==> src/rtl/uart_pkg.sv <==
// Shared definitions for the UART frame decoder.
//   - FSM state encodings (legacy-compatible localparam constants)
//   - byte offsets of the fixed frame fields
//   - default SYNC / ACK / NAK marker bytes
//   - saturating increment helper for the 16-bit error counter
package uart_pkg;

  // Decoder FSM states
  localparam logic [2:0] ST_HUNT    = 3'd0;
  localparam logic [2:0] ST_CMD     = 3'd1;
  localparam logic [2:0] ST_LEN     = 3'd2;
  localparam logic [2:0] ST_PAY     = 3'd3;
  localparam logic [2:0] ST_CHK     = 3'd4;
  localparam logic [2:0] ST_DELIVER = 3'd5;
  localparam logic [2:0] ST_RESP    = 3'd6;

  // Frame layout: SYNC, CMD, LEN, payload[LEN], CHK
  localparam int OFS_SYNC = 0;
  localparam int OFS_CMD  = 1;
  localparam int OFS_LEN  = 2;
  localparam int OFS_PAY  = 3;

  // Default marker bytes
  localparam logic [7:0] SYNC_DEFAULT = 8'hA5;
  localparam logic [7:0] ACK_DEFAULT  = 8'h06;
  localparam logic [7:0] NAK_DEFAULT  = 8'h15;

  // Total on-the-wire byte count of a frame carrying len payload bytes.
  function automatic int frame_bytes(input int len);
    return (OFS_PAY - OFS_SYNC) + len + (OFS_LEN - OFS_CMD);
  endfunction

  // Increment that sticks at all-ones instead of wrapping.
  function automatic logic [15:0] sat_inc16(input logic [15:0] v);
    return (v == 16'hFFFF) ? v : v + 16'd1;
  endfunction

endpackage

==> src/rtl/uart_frame_decoder.sv <==
// UART command-frame decoder.
// Pops bytes from a show-ahead RX queue, hunts for SYNC, collects
// CMD/LEN/payload/CHK, presents good frames on a valid/ready port and
// answers every completed frame with one ACK or NAK byte pushed into the
// TX queue. An inter-byte gap timer abandons stalled frames silently.
//
// Ports
//   i_clk, i_rst        clock, asynchronous active-high reset
//   i_rxq_data/_empty   RX queue head byte and empty flag (uart rx queue outputs)
//   o_deq_rxq           pop RX queue head this edge
//   o_enq_txq/o_txq_data push ACK/NAK byte into TX queue (uart tx queue inputs)
//   i_txq_full          TX queue cannot accept
//   o_frm_valid/i_frm_ready  decoded-frame handshake
//   o_frm_cmd/_len/_payload  decoded frame fields (byte k at [8k+7:8k])
//   o_err_cnt           saturating count of rejected frames
module uart_frame_decoder
  import uart_pkg::*;
#(
  parameter int                    DATA_WIDTH  = 8,
  parameter int                    MAX_LEN     = 16,
  parameter logic [DATA_WIDTH-1:0] SYNC_BYTE   = DATA_WIDTH'(SYNC_DEFAULT),
  parameter int                    TIMEOUT_CYC = 100000,
  parameter logic [DATA_WIDTH-1:0] ACK_BYTE    = DATA_WIDTH'(ACK_DEFAULT),
  parameter logic [DATA_WIDTH-1:0] NAK_BYTE    = DATA_WIDTH'(NAK_DEFAULT)
) (
  input  logic                       i_clk,
  input  logic                       i_rst,
  input  logic [DATA_WIDTH-1:0]      i_rxq_data,
  input  logic                       i_rxq_empty,
  output logic                       o_deq_rxq,
  output logic                       o_enq_txq,
  output logic [DATA_WIDTH-1:0]      o_txq_data,
  input  logic                       i_txq_full,
  output logic                       o_frm_valid,
  input  logic                       i_frm_ready,
  output logic [7:0]                 o_frm_cmd,
  output logic [$clog2(MAX_LEN+1)-1:0] o_frm_len,
  output logic [MAX_LEN*8-1:0]       o_frm_payload,
  output logic [15:0]                o_err_cnt
);

  localparam int LEN_W = $clog2(MAX_LEN + 1);
  localparam int GAP_W = $clog2(TIMEOUT_CYC + 1);
  localparam logic [GAP_W-1:0]      GAP_LAST  = GAP_W'(TIMEOUT_CYC - 1);
  localparam logic [DATA_WIDTH-1:0] MAX_LEN_D = DATA_WIDTH'(MAX_LEN);

  logic [2:0]            state;
  logic [7:0]            cmd_q;
  logic [LEN_W-1:0]      len_q;
  logic [LEN_W-1:0]      idx_q;
  logic [DATA_WIDTH-1:0] chk_q;
  logic [MAX_LEN*8-1:0]  payload_q;
  logic [GAP_W-1:0]      gap_q;
  logic [15:0]           err_q;
  logic [DATA_WIDTH-1:0] resp_q;

  logic in_frame;
  logic pop;

  // The gap timer only runs while a frame is partially received.
  assign in_frame = (state == ST_CMD) || (state == ST_LEN) ||
                    (state == ST_PAY) || (state == ST_CHK);

  // Gated by reset so nothing is consumed while the block is held in reset.
  assign pop       = !i_rst && !i_rxq_empty && ((state == ST_HUNT) || in_frame);
  assign o_deq_rxq = pop;

  always_ff @(posedge i_clk or posedge i_rst) begin
    if (i_rst) begin
      state     <= ST_HUNT;
      cmd_q     <= '0;
      len_q     <= '0;
      idx_q     <= '0;
      chk_q     <= '0;
      payload_q <= '0;
      gap_q     <= '0;
      err_q     <= '0;
      resp_q    <= '0;
    end else begin
      // Inter-byte gap timer: cleared by any pop, expiry drops the frame
      // without a response.
      if (in_frame && !pop) begin
        if (gap_q == GAP_LAST) begin
          gap_q <= '0;
          state <= ST_HUNT;
          err_q <= sat_inc16(err_q);
        end else begin
          gap_q <= gap_q + GAP_W'(1);
        end
      end

      if (pop) begin
        gap_q <= '0;
        case (state)
          ST_HUNT: begin
            if (i_rxq_data == SYNC_BYTE) state <= ST_CMD;
          end
          ST_CMD: begin
            cmd_q <= i_rxq_data[7:0];
            chk_q <= i_rxq_data;
            state <= ST_LEN;
          end
          ST_LEN: begin
            chk_q <= chk_q ^ i_rxq_data;
            if (i_rxq_data == '0) begin
              len_q <= '0;
              state <= ST_CHK;
            end else if (i_rxq_data <= MAX_LEN_D) begin
              len_q <= LEN_W'(i_rxq_data);
              idx_q <= '0;
              state <= ST_PAY;
            end else begin
              // Oversized frame is refused up front; its body is then hunted
              // through as garbage.
              resp_q <= NAK_BYTE;
              err_q  <= sat_inc16(err_q);
              state  <= ST_RESP;
            end
          end
          ST_PAY: begin
            // SYNC bytes here are ordinary payload; there is no resync.
            payload_q[idx_q*8 +: 8] <= i_rxq_data[7:0];
            chk_q <= chk_q ^ i_rxq_data;
            if (idx_q == len_q - LEN_W'(1)) state <= ST_CHK;
            else                            idx_q <= idx_q + LEN_W'(1);
          end
          ST_CHK: begin
            if (i_rxq_data == chk_q) begin
              state <= ST_DELIVER;
            end else begin
              resp_q <= NAK_BYTE;
              err_q  <= sat_inc16(err_q);
              state  <= ST_RESP;
            end
          end
          default: state <= ST_HUNT;
        endcase
      end else begin
        case (state)
          ST_DELIVER: begin
            if (i_frm_ready) begin
              resp_q <= ACK_BYTE;
              state  <= ST_RESP;
            end
          end
          ST_RESP: begin
            if (!i_txq_full) state <= ST_HUNT;
          end
          ST_HUNT, ST_CMD, ST_LEN, ST_PAY, ST_CHK: ;
          default: state <= ST_HUNT;
        endcase
      end
    end
  end

  assign o_frm_valid   = (state == ST_DELIVER);
  assign o_enq_txq     = (state == ST_RESP) && !i_txq_full;
  assign o_txq_data    = (state == ST_RESP) ? resp_q : '0;
  assign o_frm_cmd     = cmd_q;
  assign o_frm_len     = len_q;
  assign o_frm_payload = payload_q;
  assign o_err_cnt     = err_q;

endmodule

==> config.mk <==
export PLATFORM = sky130hd
export DESIGN_NAME = uart_frame_decoder
export DESIGN_NICKNAME = d
export VERILOG_FILES = /design/src/rtl/uart_pkg.sv /design/src/rtl/uart_frame_decoder.sv
export SDC_FILE = /design/constraint.sdc
export NUM_CORES = 1
export LEC_CHECK = 0
export CAP_MARGIN = 10
export CORE_ASPECT_RATIO = 0.5
export CORE_UTILIZATION = 47
export CTS_CLUSTER_SIZE = 10
export DETAILED_ROUTE_END_ITERATION = 10
export MAX_ROUTING_LAYER = met4
export PLACE_DENSITY = 0.77
export RECOVER_POWER = 25
export SLEW_MARGIN = 20
export SYNTH_ARGS = -nofsm -noshare
export SYNTH_HDL_FRONTEND = slang
export SYNTH_SLANG_ARGS = --single-unit
==> constraint.sdc <==
create_clock -name i_clk -period 6.65 [get_ports i_clk]
set_clock_uncertainty 0.15 [all_clocks]
set_input_delay 1.33 -clock i_clk [delete_from_list [all_inputs] [get_ports i_clk]]
set_output_delay 1.33 -clock i_clk [all_outputs]
set_load 0.005 [all_outputs]
==> results.md <==
- H-tree depth: 4
- Initial antenna violation count: 0
- Final net count: 991
- Worst min path class: reg2reg
- Number of synthesized flops with an enable pin: 0
- Largest cells by area after synthesis: dfrtp_1 (55%), mux2_2 (11%), nand2_1 (4.5%)
- Tightest Pin Transition: 2.89 ns
- Vias: 6793
- Initial Utilization: 0.480
- R2r setup slk: 2.67 ns
- Placed cell count: ~1.2k
- Pre-antenna DRT Iters: 5
- Hold Crit Start: resp_q[2]
- Worst R2R Start: idx_q[0]
- Drt total wl: 23200 µm
- Area taken by multi-input logic gates: 0.00375 mm²
- Layout Cells excl Fill: 1224
- Design area: 0.0113 mm²
- Final Setup Violations: 0
- Lkg Pwr: 5.03 nW
- Power Density: 325 mW/mm²
- Crit path buf inv count: 4
- Post-CTS Resized: 0
- Cell Chain, Critical Path: dlygate4sd3_1 > clkinvlp_4 > buf_12 > clkbuf_2
- Avg Cell Area, Syn: ~11 µm²
- Most frequent cells in the layout: dfrtp_1 (193), clkdlybuf4s50_1 (175), nand2_1 (106)
- Final Core Density: 0.617
- Clock sinks: 193
- CTS Buf Count: 17
- Vias in the first global route: around 7k
- HPWL after detailed placement: 16100 µm
- Hold depth: 1
- Setup Buffers After CTS: 0
- Worst Path Class, Setup: in2async
- Clock transition at the registers of the reported paths: 0.07 ns
- Share of cells above drive strength 1: 0.144
- TNS Setup: 0 ns
- Post-synth ARST share: 1.00
- Antenna viol nets, final: 0
- CP delay by family, top: buffers and inverters
- VDD IR max: ~0.00021 V
- Outcome: finished with violations
- Rel. slew slack: -0.927
- Filler cell count: ~1.5k
- Core area: between 0.015 and 0.02 mm²
- FF-to-FF path depth: 8
- Yosys cell types: 58
- Die W: 196 µm
- Netlist Area Pre-Place: 0.00883 mm²
- CP required: between 6 and 7 ns
- IO Port Bufs: between 150 and 200
- Commonest non-fill, non-tap cell in the layout: dfrtp_1
- Max_cap viols: 1
- GPL Wtd Cong: 0.878
- Via-to-Cell Ratio: 5.55
- CTS tree: built
- Number of synthesized register bits: 193
- Total power draw: approximately 3.7 mW
- DRT iter0 DRCs: approximately 600
- Maximum clock path buffer count: 2
- Violated checks: max-capacitance violations, max-slew violations
- RSZ-0062 raised after global routing: false
- Die height: 98.9 µm
- Overall Global Routing Usage: 0.258
- Antenna diodes: 0
- IO Pins: 181
- Critical path's slowest cell: clkbuf_2
- Synthesis-to-finish area growth: 28.4%
- Seq. cell area: 0.00483 mm²
- Total grt overflow: 0
- Reg2reg end: o_frm_payload[59]
- Fmax: 0.207 GHz
- Synth area leader: dfrtp_1
- Minimum clock period: 4.83 ns
- Register area share after synthesis: 0.547
- Yosys top cell area share: 0.547
- Cell Area, Placed: 0.0107 mm²
- Worst setup EP type: asynchronous set/reset pin
- Die area: between 0.015 and 0.02 mm²
- Critical path's largest stage delay: ~2.0 ns
- Top FF cell, synth: dfrtp_1
- Slew Viols, Final: 119
- Largest net degree at the start of global routing: 194
- Std-Cell Rows: 35
- Cell count after synthesis: 813
- Warnings, synthesis: 0
- CP max FO: ~120
- Clock Tree Root: clkbuf_16
- Startpoint Class: input pin
- WP data arrival: 4.58 ns
- Worst Hold End: resp_q[2]
- Clock Latency Late Sink: 0.43 ns
- Final period util: 0.727
- DRC: 0
- Final hold vios: 0
- Hold-fix buffers, CTS: 0
- First-pass GRT wire length: 37600 µm
- Timing startpoint of the critical path: i_rst
- Wire per inst: 19.0 µm
[flip-flops by register name (all words and copies together) (netlist names)]
name,flops
o_frm_len,5
state,3
resp_q,3
o_frm_payload,128
o_frm_cmd,8
idx_q,5
gap_q,17
chk_q,8
o_err_cnt,16
[cells by family after synthesis]
family | Yosys count | synth area share
and+or+nand+nor | 294 | 0.172
DFF | 193 | 0.547
AOI/OAI and AO/OA | 120 | 0.0795
muxes | 96 | 0.122
buffers and inverters | 65 | 0.0333
xor gates and xnor gates | 38 | 0.0377
adders and majority gates | 6 | 0.00850
other | 1 | 0.000425
[cell usage after synthesis, types with 2 or more instances]
cell / instances
o21ai_0: 61
buf_6: 2
a21o_1: 2
nor3b_1: 4
nand2b_1: 6
buf_4: 5
nand2_1: 106
nor3_1: 15
nand3_1: 35
xnor2_1: 24
and2_1: 14
buf_2: 11
nor2b_1: 8
clkbuf_2: 2
mux2_4: 2
dfrtp_1: 193
nor2_1: 40
clkbuf_1: 21
ha_1: 6
o21ai_2: 5
nor2_2: 4
nor4b_1: 2
nand4_1: 9
a31oi_1: 4
mux2i_1: 7
nand3_2: 2
a211o_1: 2
inv_1: 23
nand3b_1: 2
o22ai_1: 3
o31ai_1: 13
a311oi_1: 2
a21oi_1: 18
o21ai_1: 4
xor2_1: 14
and4_1: 6
and3_1: 21
or3_1: 4
nor3_2: 2
nor4_1: 2
mux2_2: 87
nor4bb_1: 4
[area by class of cell]
type / count / area share
inverters: 23 / 0.00794
repair buffers: 179 / 0.158
flip-flops and latches: 193 / 0.426
well taps: 240 / 0.0265
multi-input cells: 558 / 0.330
clock buffers: 20 / 0.0403
clock inverters: 11 / 0.0114
[per-layer routing]
layer / part of all wire / global-route usage / wire (µm) / up-vias
met1: 0.48 / 0.363 / 11100 / 3411
met3: 0.050 / 0.0479 / 1170 / 27
li1: - / - / - / 3144
met2: 0.46 / 0.383 / 10600 / 211
met4: 0.013 / 0.0691 / 291 / 0
met5: 0 / - / 0 / -
[worst max path at each step]
stage | to | slack [ns] | cells after the start
CTS | o_deq_rxq | 2.14 | 4
global route | gap_q[14] | 1.15 | 4
detailed placement | o_deq_rxq | 2.15 | 4
global placement | o_deq_rxq | 2.17 | 4
finish | chk_q[7] | 1.82 | 4
floorplan | chk_q[0] | 2.68 | 1
[where the power goes]
group / total [mW] / internal (mW) / switching, mW
combinational: 1.13 / 0.498 / 0.630
sequential: 1.53 / 1.35 / 0.185
clock: 1.03 / 0.575 / 0.458
[per-stage QoR]
stage	hold slack, ns	setup WS [ns]
after floorplan	0.279	2.68
after global placement	0.288	2.17
after detailed placement	0.293	2.15
after CTS	0.309	2.14
after global routing	0.344	1.15
final	0.306	1.82
[worst reg2reg max path, cell delays in order, from the launching register on]
cell and delay (ns):
dfrtp_1 0.86, inv_1 0.23, ha_1 0.32, nor3b_1 0.16, ha_1 0.35, nor4b_4 0.44
nand4_4 0.19, nor3_2 0.73, mux2_2 0.42
Power figures use the tool's default switching activity.
